$ cat config.mk
export PLATFORM = sky130hd
export DESIGN_NAME = adxl362_spi_slave
export DESIGN_NICKNAME = d
export VERILOG_FILES = /design/src/rtl/adxl362_spi_pkg.sv /design/src/rtl/adxl362_spi_sync.sv /design/src/rtl/adxl362_spi_slave.sv
export SDC_FILE = /design/constraint.sdc
export NUM_CORES = 1
export LEC_CHECK = 0
export BUFFER_PORTS_ARGS = -buffer_cell sky130_fd_sc_hd__buf_4
export CORE_MARGIN = 2
export CORE_UTILIZATION = 45
export DETAILED_ROUTE_END_ITERATION = 16
export GPL_ROUTABILITY_DRIVEN = 1
export PLACE_DENSITY = 0.62
export REMOVE_ABC_BUFFERS = 1
export SYNTH_ARGS = -nofsm -noshare
export SYNTH_HDL_FRONTEND = slang
export SYNTH_HIERARCHICAL = 1
export SYNTH_SLANG_ARGS = --single-unit
$ cat constraint.sdc
create_clock -name clk_sys -period 3.65 [get_ports clk_sys]
set_clock_uncertainty 0.2 [all_clocks]
set_input_delay 0.365 -clock clk_sys [delete_from_list [all_inputs] [get_ports clk_sys]]
set_output_delay 0.365 -clock clk_sys [all_outputs]
set_load 0.01 [all_outputs]
$ cat src/rtl/adxl362_spi_pkg.sv
`default_nettype none
// ============================================================================
// adxl362_spi_pkg : ADXL362 SPI command codes and slave FSM state encoding
// Revision 1.0
// ============================================================================
package adxl362_spi_pkg;

   localparam logic [7:0] CMD_WRITE = 8'h0A;
   localparam logic [7:0] CMD_READ  = 8'h0B;
   localparam logic [7:0] CMD_FIFO  = 8'h0D;

   typedef enum logic [2:0] {
      IDLE   = 3'd0,
      CMD    = 3'd1,
      ADDR   = 3'd2,
      RDATA  = 3'd3,
      WDATA  = 3'd4,
      IGNORE = 3'd5
   } spi_state_t;

endpackage
`default_nettype wire

$ cat src/rtl/adxl362_spi_sync.sv
`default_nettype none
// ============================================================================
// adxl362_spi_sync : multi-flop synchroniser with rise/fall strobes
// Revision 1.0
// ============================================================================
module adxl362_spi_sync #(
   parameter int   STAGES    = 2,
   parameter logic RESET_VAL = 1'b0
) (
   input  logic clk,
   input  logic rst_n,
   input  logic din,
   output logic level,
   output logic rise,
   output logic fall
);

   logic [STAGES-1:0] sync;

   always_ff @(posedge clk or negedge rst_n) begin
      if (!rst_n) begin
         sync <= {STAGES{RESET_VAL}};
      end else begin
         sync <= {sync[STAGES-2:0], din};
      end
   end

   // Strobes compare the two oldest stages so they line up with 'level'.
   assign level = sync[STAGES-1];
   assign rise  = sync[STAGES-2] & ~sync[STAGES-1];
   assign fall  = ~sync[STAGES-2] & sync[STAGES-1];

endmodule
`default_nettype wire

$ cat src/rtl/adxl362_spi_slave.sv
`default_nettype none
// ============================================================================
// adxl362_spi_slave : ADXL362 SPI slave front-end (cmd/addr/burst data)
// Revision 1.0
// ============================================================================
module adxl362_spi_slave
   import adxl362_spi_pkg::*;
#(
   parameter int SYNC_STAGES = 2,
   parameter int ADDR_WIDTH  = 6
) (
   input  logic                  clk_sys,
   input  logic                  rst_n,
   input  logic                  sclk,
   input  logic                  cs_n,
   input  logic                  mosi,
   output logic                  miso,
   output logic                  miso_oe,
   output logic                  write,
   output logic [ADDR_WIDTH-1:0] address,
   output logic [7:0]            data_write,
   input  logic [7:0]            data_read
);

   logic sclk_level, sclk_rise, sclk_fall;
   logic cs_level, cs_rise, cs_fall;
   logic mosi_level, mosi_rise, mosi_fall;
   logic unused_sync;

   adxl362_spi_sync #(.STAGES(SYNC_STAGES), .RESET_VAL(1'b0)) u_sync_sclk (
      .clk(clk_sys), .rst_n(rst_n), .din(sclk),
      .level(sclk_level), .rise(sclk_rise), .fall(sclk_fall)
   );
   adxl362_spi_sync #(.STAGES(SYNC_STAGES), .RESET_VAL(1'b1)) u_sync_cs (
      .clk(clk_sys), .rst_n(rst_n), .din(cs_n),
      .level(cs_level), .rise(cs_rise), .fall(cs_fall)
   );
   adxl362_spi_sync #(.STAGES(SYNC_STAGES), .RESET_VAL(1'b0)) u_sync_mosi (
      .clk(clk_sys), .rst_n(rst_n), .din(mosi),
      .level(mosi_level), .rise(mosi_rise), .fall(mosi_fall)
   );

   assign unused_sync = sclk_level ^ mosi_rise ^ mosi_fall;

   spi_state_t state, state_next;
   logic [2:0] bit_cnt;
   logic [7:0] shift_in, shift_out, byte_in;
   logic       is_write, load_pend, inc_pend;
   logic       busy, sclk_en, sclk_fall_en, byte_done;

   // cs_level is still low in the cycle cs_rise fires, so a final edge counts.
   assign busy         = (state == CMD) || (state == ADDR) || (state == RDATA) || (state == WDATA);
   assign sclk_en      = sclk_rise & ~cs_level & busy;
   assign sclk_fall_en = sclk_fall & ~cs_level & busy;
   assign byte_in      = {shift_in[6:0], mosi_level};
   assign byte_done    = sclk_en && (bit_cnt == 3'd7);
   assign miso         = shift_out[7];

   always_ff @(posedge clk_sys or negedge rst_n) begin
      if (!rst_n) begin
         state <= IDLE;
      end else begin
         state <= state_next;
      end
   end

   always_comb begin
      state_next = state;
      if (state != IDLE && cs_rise) begin
         state_next = IDLE;
      end else begin
         case (state)
            IDLE:    if (cs_fall) state_next = CMD;
            CMD:     if (byte_done) begin
                        case (byte_in)
                           CMD_WRITE, CMD_READ: state_next = ADDR;
                           CMD_FIFO:            state_next = IGNORE;
                           default:             state_next = IGNORE;
                        endcase
                     end
            ADDR:    if (byte_done) state_next = is_write ? WDATA : RDATA;
            default: state_next = state;
         endcase
      end
   end

   always_ff @(posedge clk_sys or negedge rst_n) begin
      if (!rst_n) begin
         bit_cnt    <= 3'd0;
         shift_in   <= 8'h00;
         shift_out  <= 8'h00;
         is_write   <= 1'b0;
         load_pend  <= 1'b0;
         inc_pend   <= 1'b0;
         write      <= 1'b0;
         address    <= '0;
         data_write <= 8'h00;
         miso_oe    <= 1'b0;
      end else begin
         write     <= 1'b0;
         load_pend <= 1'b0;
         inc_pend  <= 1'b0;

         if (state == IDLE && cs_fall) begin
            bit_cnt <= 3'd0;
         end
         if (sclk_en) begin
            shift_in <= byte_in;
            bit_cnt  <= bit_cnt + 3'd1;
         end

         if (byte_done) begin
            case (state)
               CMD:   is_write <= (byte_in == CMD_WRITE);
               ADDR:  begin
                         address   <= byte_in[ADDR_WIDTH-1:0];
                         load_pend <= ~is_write;
                      end
               RDATA: begin
                         address   <= address + 1'b1;
                         load_pend <= 1'b1;
                      end
               WDATA: begin
                         data_write <= byte_in;
                         write      <= 1'b1;
                         inc_pend   <= 1'b1;
                      end
               default: ;
            endcase
         end

         if (inc_pend) begin
            address <= address + 1'b1;
         end

         // The fall right after a byte's last rise (bit_cnt==0) must not
         // shift: the reload is what presents the next MSB.
         if (state == RDATA && load_pend) begin
            shift_out <= data_read;
            miso_oe   <= 1'b1;
         end else if (state == RDATA && sclk_fall_en && bit_cnt != 3'd0) begin
            shift_out <= {shift_out[6:0], 1'b0};
         end

         if (state != IDLE && cs_rise) begin
            shift_out <= 8'h00;
            miso_oe   <= 1'b0;
         end
      end
   end

endmodule
`default_nettype wire

==> run_results.csv, run 1 <==
group,metric,value,unit
outcome,status,"finished, final reports clean",
worst_setup_path,end_kind,"register",
placement,gp_congestion,0.855,
worst_hold_path,min_from,"data_read[0]",
timing,hold_viol,0,
floorplanning,ios,30,
worst_setup_path,path_max_fanout,16,
worst_hold_path,min_path_type,"input pin to register",
clock_tree,cts.root.buffer_cell,"clkbuf_8",
worst_setup_path,regToRegEndpoint,"state[0]",
worst_setup_path,criticalPathCategory,"register to register",
global_routing,track_usage,18.0,%
drt,post_drt_wl_per_cell,14.6,um
placement,post_dp_cell_area,2370,um2
drt,dr_total_vias,1562,
worst_setup_path,rrSetupSlack,1.10,ns
global_routing,grt_pass1_wl,7.27,mm
worst_hold_path,holdPathStages,3,
clock_tree,cts_tree,"yes",
clock_tree,htreeDepth,2,
timing,whs,0.122,ns
synthesis,avgSynthCellArea,10.9,um2
final_layout,drive_gt1_share,27.9,%
timing,period_share,70.0,%
power_and_ir_drop,p_leak,1.19,nW
global_routing,overflow,0,
floorplanning,die_w,72.4,um
run,cap_violations,0,
drt,drtIter0Drc,102,
synthesis,syn_inst,194,
global_routing,antenna_found_initial,0,
power_and_ir_drop,p_per_area,437,nW/um2
synthesis,synth_area,2110,um2
timing,drv_slew,0,
final_layout,finalInstanceArea,2490,um2
worst_hold_path,min_to,"shift_out[0]",
placement,dp_cells,269,
timing,layout_min_cycle_time,2.55,ns
final_layout,instances_no_fill,281,
floorplanning,dieArea,5250,um2
final_layout,layout.nets,245,
placement,portBuffers,29,
timing,slew_headroom,46.3,%
clock_tree,clk_pin_slew,0.08,ns
worst_setup_path,rr_worst_depth,4,
drt,ant_nets,0,
worst_setup_path,cp.arrival,2.55,ns
floorplanning,core,4440,um2
power_and_ir_drop,power,1.09,mW
clock_tree,clock_latency,0.30,ns
timing,grt_setup_unrepaired,"false",
final_layout,area_growth_syn_to_layout,18.2,%
worst_setup_path,worstPathRequired,3.64,ns
worst_setup_path,reg2reg_from,"state[1]",
global_routing,grt_max_degree,46,
drt,drt_pass1_iterations,4,
placement,dp_hpwl,2.84,mm
drt,avgViaCountPerCell,5.56,
final_layout,antenna_cells,0,
floorplanning,rows,24,
floorplanning,start_util,47.4,%
timing,fmax,392,MHz
power_and_ir_drop,ir_drop,0.294,mV
floorplanning,die_h,72.4,um
timing,setup_viol,0,
synthesis,yosys_warnings,6,
worst_setup_path,cp-start-kind,"register",
drt,routed_wl,4.09,mm
clock_tree,cts.path.max_buffers,2,
timing,setup-tns-final,0,ns
clock_tree,cts_sinks,45,
drt,drc,0,
timing,tightest_slew,0.804,ns
clock_tree,cts_inserted_buffers,5,
global_routing,grt_pass1_vias,1557,
## per-layer routing
layer,global-route usage [%],vias up,part of all wire (%)
li1,-,749,-
met1,23.7,757,46
met2,27.9,45,46
met3,5.69,11,5.9
met4,6.79,0,1.8
met5,0,-,0
## report_power, final
part	switching, mW	internal [mW]	leakage (nW)	total (mW)
registers	0.0582	0.558	0.602	0.616
logic	0.0740	0.0951	0.545	0.169
clock network	0.172	0.132	0.0439	0.304
total	0.304	0.785	1.19	1.09
## critical path, cell delays in order, from the launching register on
cell	delay, ns
dfrtp_1	0.62
nor3_1	0.19
nand3b_1	0.52
or4b_1	0.65
a32o_1	0.27
## final cells by class
| cell class | instances | area, um2 |
|---|---|---|
| clock buffer | 5 | 68.8 |
| inverter | 13 | 48.8 |
| sequential | 45 | 1130 |
| timing repair buffer | 33 | 258 |
| tap | 52 | 65.1 |
| fill | 402 | 1950 |
| clock inverter | 3 | 17.5 |
| multi-input combinational | 130 | 906 |
## cell usage in the layout (no fill, tap or decap), types with 2 or more instances in the layout
master and instances:
dfrtp_1 43, buf_4 29, nand2_1 25, mux2_2 22, inv_1 13, a21oi_1 12
nor2_1 10, o21ai_0 6, nor2b_1 5, nand3_1 5, clkbuf_8 5, mux2i_1 4
o22ai_1 4, nor3_1 4, ha_1 4, dlygate4sd3_1 4, a31oi_1 3, a22oi_1 2
and4b_1 2, nand4b_1 2, clkinv_2 2, and2b_2 2, dfstp_2 2
## flip-flops by register name, indices dropped and copies added, names as in the netlist
name,flops
data_write,8
shift_out,8
shift_in,7
address,6
bit_cnt,3
state,3
u_sync_cs/sync,2
u_sync_mosi/sync,2
u_sync_sclk/sync,2
inc_pend,1
is_write,1
load_pend,1
miso_oe,1
## repair_timing
action,CTS,global route
hold buffers,4,0
buffers inserted,0,0
gates resized for setup,0,0
endpoints found under the hold margin,46,0
## how the worst max path moves through the flow
stage,from,endpoint,slack (ns)
after detailed placement,state[1],state[0],1.14
after floorplan,state[1],state[0],1.43
after global routing,state[1],state[0],0.94
final,state[1],state[0],1.10
after global placement,state[1],state[0],1.24
after CTS,state[1],state[0],1.12
## metrics by stage
| step | worst slack [ns] | util, % |
|---|---|---|
| global placement | 1.24 | 53.2 |
| detailed placement | 1.14 | 53.2 |
| floorplan | 1.43 | - |
| finish | 1.10 | 56.1 |
| CTS | 1.12 | 56.1 |
| global route | 0.943 | 56.1 |
(Power assumes the default switching activity.)
==> run 2: changes to the inputs <==
--- a/config.mk
+++ b/config.mk
@@ -10,7 +10,7 @@
 export CORE_UTILIZATION = 45
 export DETAILED_ROUTE_END_ITERATION = 16
 export GPL_ROUTABILITY_DRIVEN = 1
-export PLACE_DENSITY = 0.62
+export PLACE_DENSITY = 0.65
 export REMOVE_ABC_BUFFERS = 1
 export SYNTH_ARGS = -nofsm -noshare
 export SYNTH_HDL_FRONTEND = slang
==> constraint.sdc (replaced) <==
create_clock -name clk_sys -period 2.16 [get_ports clk_sys]
set_clock_uncertainty 0.2 [all_clocks]
set_input_delay 0.216 -clock clk_sys [delete_from_list [all_inputs] [get_ports clk_sys]]
set_output_delay 0.216 -clock clk_sys [all_outputs]
set_load 0.01 [all_outputs]
==> run 2 against run 1 <==
Combinational power increased by 79%; core utilization increased by 3.0 points; largest cell class unchanged; die area did not move; cell count grew 3.6%; count of clock-buffer cells in the layout is the same.
==> run_results.csv, run 2 (synthesis gave the netlist of run 1 again) <==
group,metric,value,unit
outcome,status,"finished, final reports clean",
worst_setup_path,cp.arrival,2.03,ns
worst_setup_path,worstPathRequired,2.18,ns
timing,fmax,497,MHz
drt,routed_wl,4.01,mm
worst_hold_path,holdPathStages,4,
final_layout,mostFrequentLayoutCell,"dfrtp_1",
drt,drt_pass1_iterations,4,
worst_setup_path,criticalPathCategory,"register to register",
placement,dp_hpwl,2.87,mm
power_and_ir_drop,pwr-share-comb,14.6,%
drt,post_drt_wl_per_cell,13.8,um
power_and_ir_drop,p_sw_share,24.1,%
worst_hold_path,min_to,"shift_out[2]",
timing,tightest_slew,0.550,ns
clock_tree,clock_latency,0.30,ns
floorplanning,die_w,72.4,um
power_and_ir_drop,power_frac_clock,35.6,%
drt,ant_nets,0,
final_layout,area_growth_syn_to_layout,24.6,%
clock_tree,cts.path.max_buffers,2,
final_layout,reg_top3,"data_write: 8 flops, shift_out: 8 flops, shift_in: 7 flops",
timing,drv_slew,0,
run,cap_violations,0,
final_layout,post-route-util,59.1,%
timing,grt_setup_unrepaired,"false",
drt,highest_layer,"met4",
power_and_ir_drop,p_per_area,791,nW/um2
worst_setup_path,cp_slowest_stage_delay,0.42,ns
final_layout,layout.nets,255,
worst_setup_path,crit_path_frequent_cell,"ha_1",
final_layout,drive_gt1_share,31.4,%
clock_tree,postCtsSetupRepairBufs,0,
floorplanning,core,4440,um2
timing,layout_min_cycle_time,2.01,ns
floorplanning,dieArea,5250,um2
power_and_ir_drop,p_leak,1.27,nW
worst_hold_path,min_from,"data_read[2]",
worst_setup_path,cp-start-kind,"register",
placement,gp_congestion,0.872,
power_and_ir_drop,power_switching,500,uW
clock_tree,cts_inserted_buffers,5,
global_routing,antenna_found_initial,0,
clock_tree,clk_pin_slew,0.08,ns
global_routing,track_usage,16.8,%
timing,hold_viol,0,
drt,met2_length,1.92,mm
floorplanning,die_h,72.4,um
worst_setup_path,end_kind,"register",
floorplanning,start_util,47.4,%
power_and_ir_drop,p_seq_share,49.8,%
final_layout,mostFrequentLayoutCells,"dfrtp_1 (43), buf_4 (38), nand2_1 (25)",
placement,portBuffers,29,
worst_setup_path,regToRegEndpoint,"address[0]",
global_routing,grt_pass1_wl,6.84,mm
clock_tree,cts_tree,"yes",
power_and_ir_drop,p_int,1.58,mW
worst_setup_path,crit_path_top_delay_cell,"dfrtp_1",
clock_tree,cts.root.buffer_cell,"clkbuf_8",
drt,wl_met3,165,um
drt,avgViaCountPerCell,5.33,
drt,dr_total_vias,1552,
global_routing,overflow,0,
timing,setup_viol,0,
worst_setup_path,path_cells,"ha_1 -> ha_1 -> and4bb_1 -> a21o_1 -> and3_1 -> nor3_1",
timing,setup-tns-final,0,ns
timing,period_share,93.2,%
clock_tree,cts_sinks,45,
worst_setup_path,rr_worst_depth,6,
global_routing,grt_pass1_vias,1534,
floorplanning,ios,30,
drt,wl_met1,1.87,mm
timing,slew_headroom,63.4,%
worst_hold_path,min_path_type,"input pin to register",
drt,drc,0,
worst_setup_path,path_max_fanout,7,
power_and_ir_drop,ir_drop,0.397,mV
worst_setup_path,reg2reg_from,"bit_cnt[0]",
final_layout,antenna_cells,0,
global_routing,grt_max_degree,46,
floorplanning,rows,24,
clock_tree,htreeDepth,2,
drt,drtIter0Drc,72,
worst_setup_path,rrSetupSlack,0.15,ns
## run 2: cell count changes in the layout (fill, tap and decap cells not counted)
cell           previous run  this run
a2111oi_0                 1         0
nor4_1                    1         0
clkinv_2                  2         1
nor2b_2                   0         1
buf_4                    29        38
nor4_2                    0         1
bufinv_16                 0         2
a2111oi_1                 0         1
nor2b_1                   5         4
dlygate4sd3_1             4         5
clkinvlp_4                1         0
## run 2: how the worst max path moves through the flow
stage / start / end / slack [ns] / cells past startpoint
after detailed placement: u_sync_sclk/sync[0] / state[0] / 0.14 / 5
after CTS: u_sync_sclk/sync[0] / state[0] / 0.12 / 5
after floorplan: state[1] / state[0] / -0.06 / 4
final: bit_cnt[0] / address[0] / 0.15 / 6
after global routing: bit_cnt[0] / address[0] / 0.003 / 6
after global placement: u_sync_sclk/sync[1] / state[0] / 0.10 / 5
## run 2: power by group through the flow
stage	logic, mW	clock network [mW]	registers [mW]
6_report	0.303	0.739	1.04
5_1_grt	0.343	0.789	1.06
4_1_cts	0.303	0.754	1.03
3_5_place_dp	0.294	0	1.05
3_3_place_gp	0.288	0	1.05
2_1_floorplan	0.204	0	1.03
## run 2: what timing repair did
action | in CTS | in global routing
hold buffers | 5 | 0
endpoints found under the hold margin | 47 | 0
gates resized for setup | 0 | 3
endpoints found under the setup margin | 0 | 2
## run 2: layout make-up
| class | count | area [um2] |
|---|---|---|
| Clock buffer | 5 | 68.8 |
| Clock inverter | 3 | 65.1 |
| Fill cell | 378 | 1820 |
| Inverter | 13 | 48.8 |
| Multi-Input combinational cell | 130 | 916 |
| Sequential cell | 45 | 1130 |
| Tap cell | 52 | 65.1 |
| Timing Repair Buffer | 43 | 335 |
## run 2: metal layers
| metal | vias up | track usage, % |
|---|---|---|
| li1 | 776 | - |
| met1 | 740 | 21.3 |
| met2 | 28 | 27.3 |
| met3 | 8 | 5.42 |
| met4 | 0 | 5.56 |
| met5 | - | 0 |
## run 2: critical path, delay by kind of cell, from the launching register on
family          cells  cell delay (ns)
compound gates      1             0.26
fa+ha+maj           2             0.43
flops               1             0.42
simple gates        3             0.62
## run 2: through the flow
stage               setup slack (ns)  instances  hold slack, ns  total power, mW  cell area [um2]
floorplan                    -0.0571        188          -0.280             1.23             2080
global placement               0.102        278          0.0508             1.33             2430
detailed placement             0.138        278          0.0536             1.34             2430
CTS                            0.115        291           0.104             2.09             2620
global route                 0.00271        291           0.111             2.19             2630
finish                         0.147        291           0.103             2.08             2630
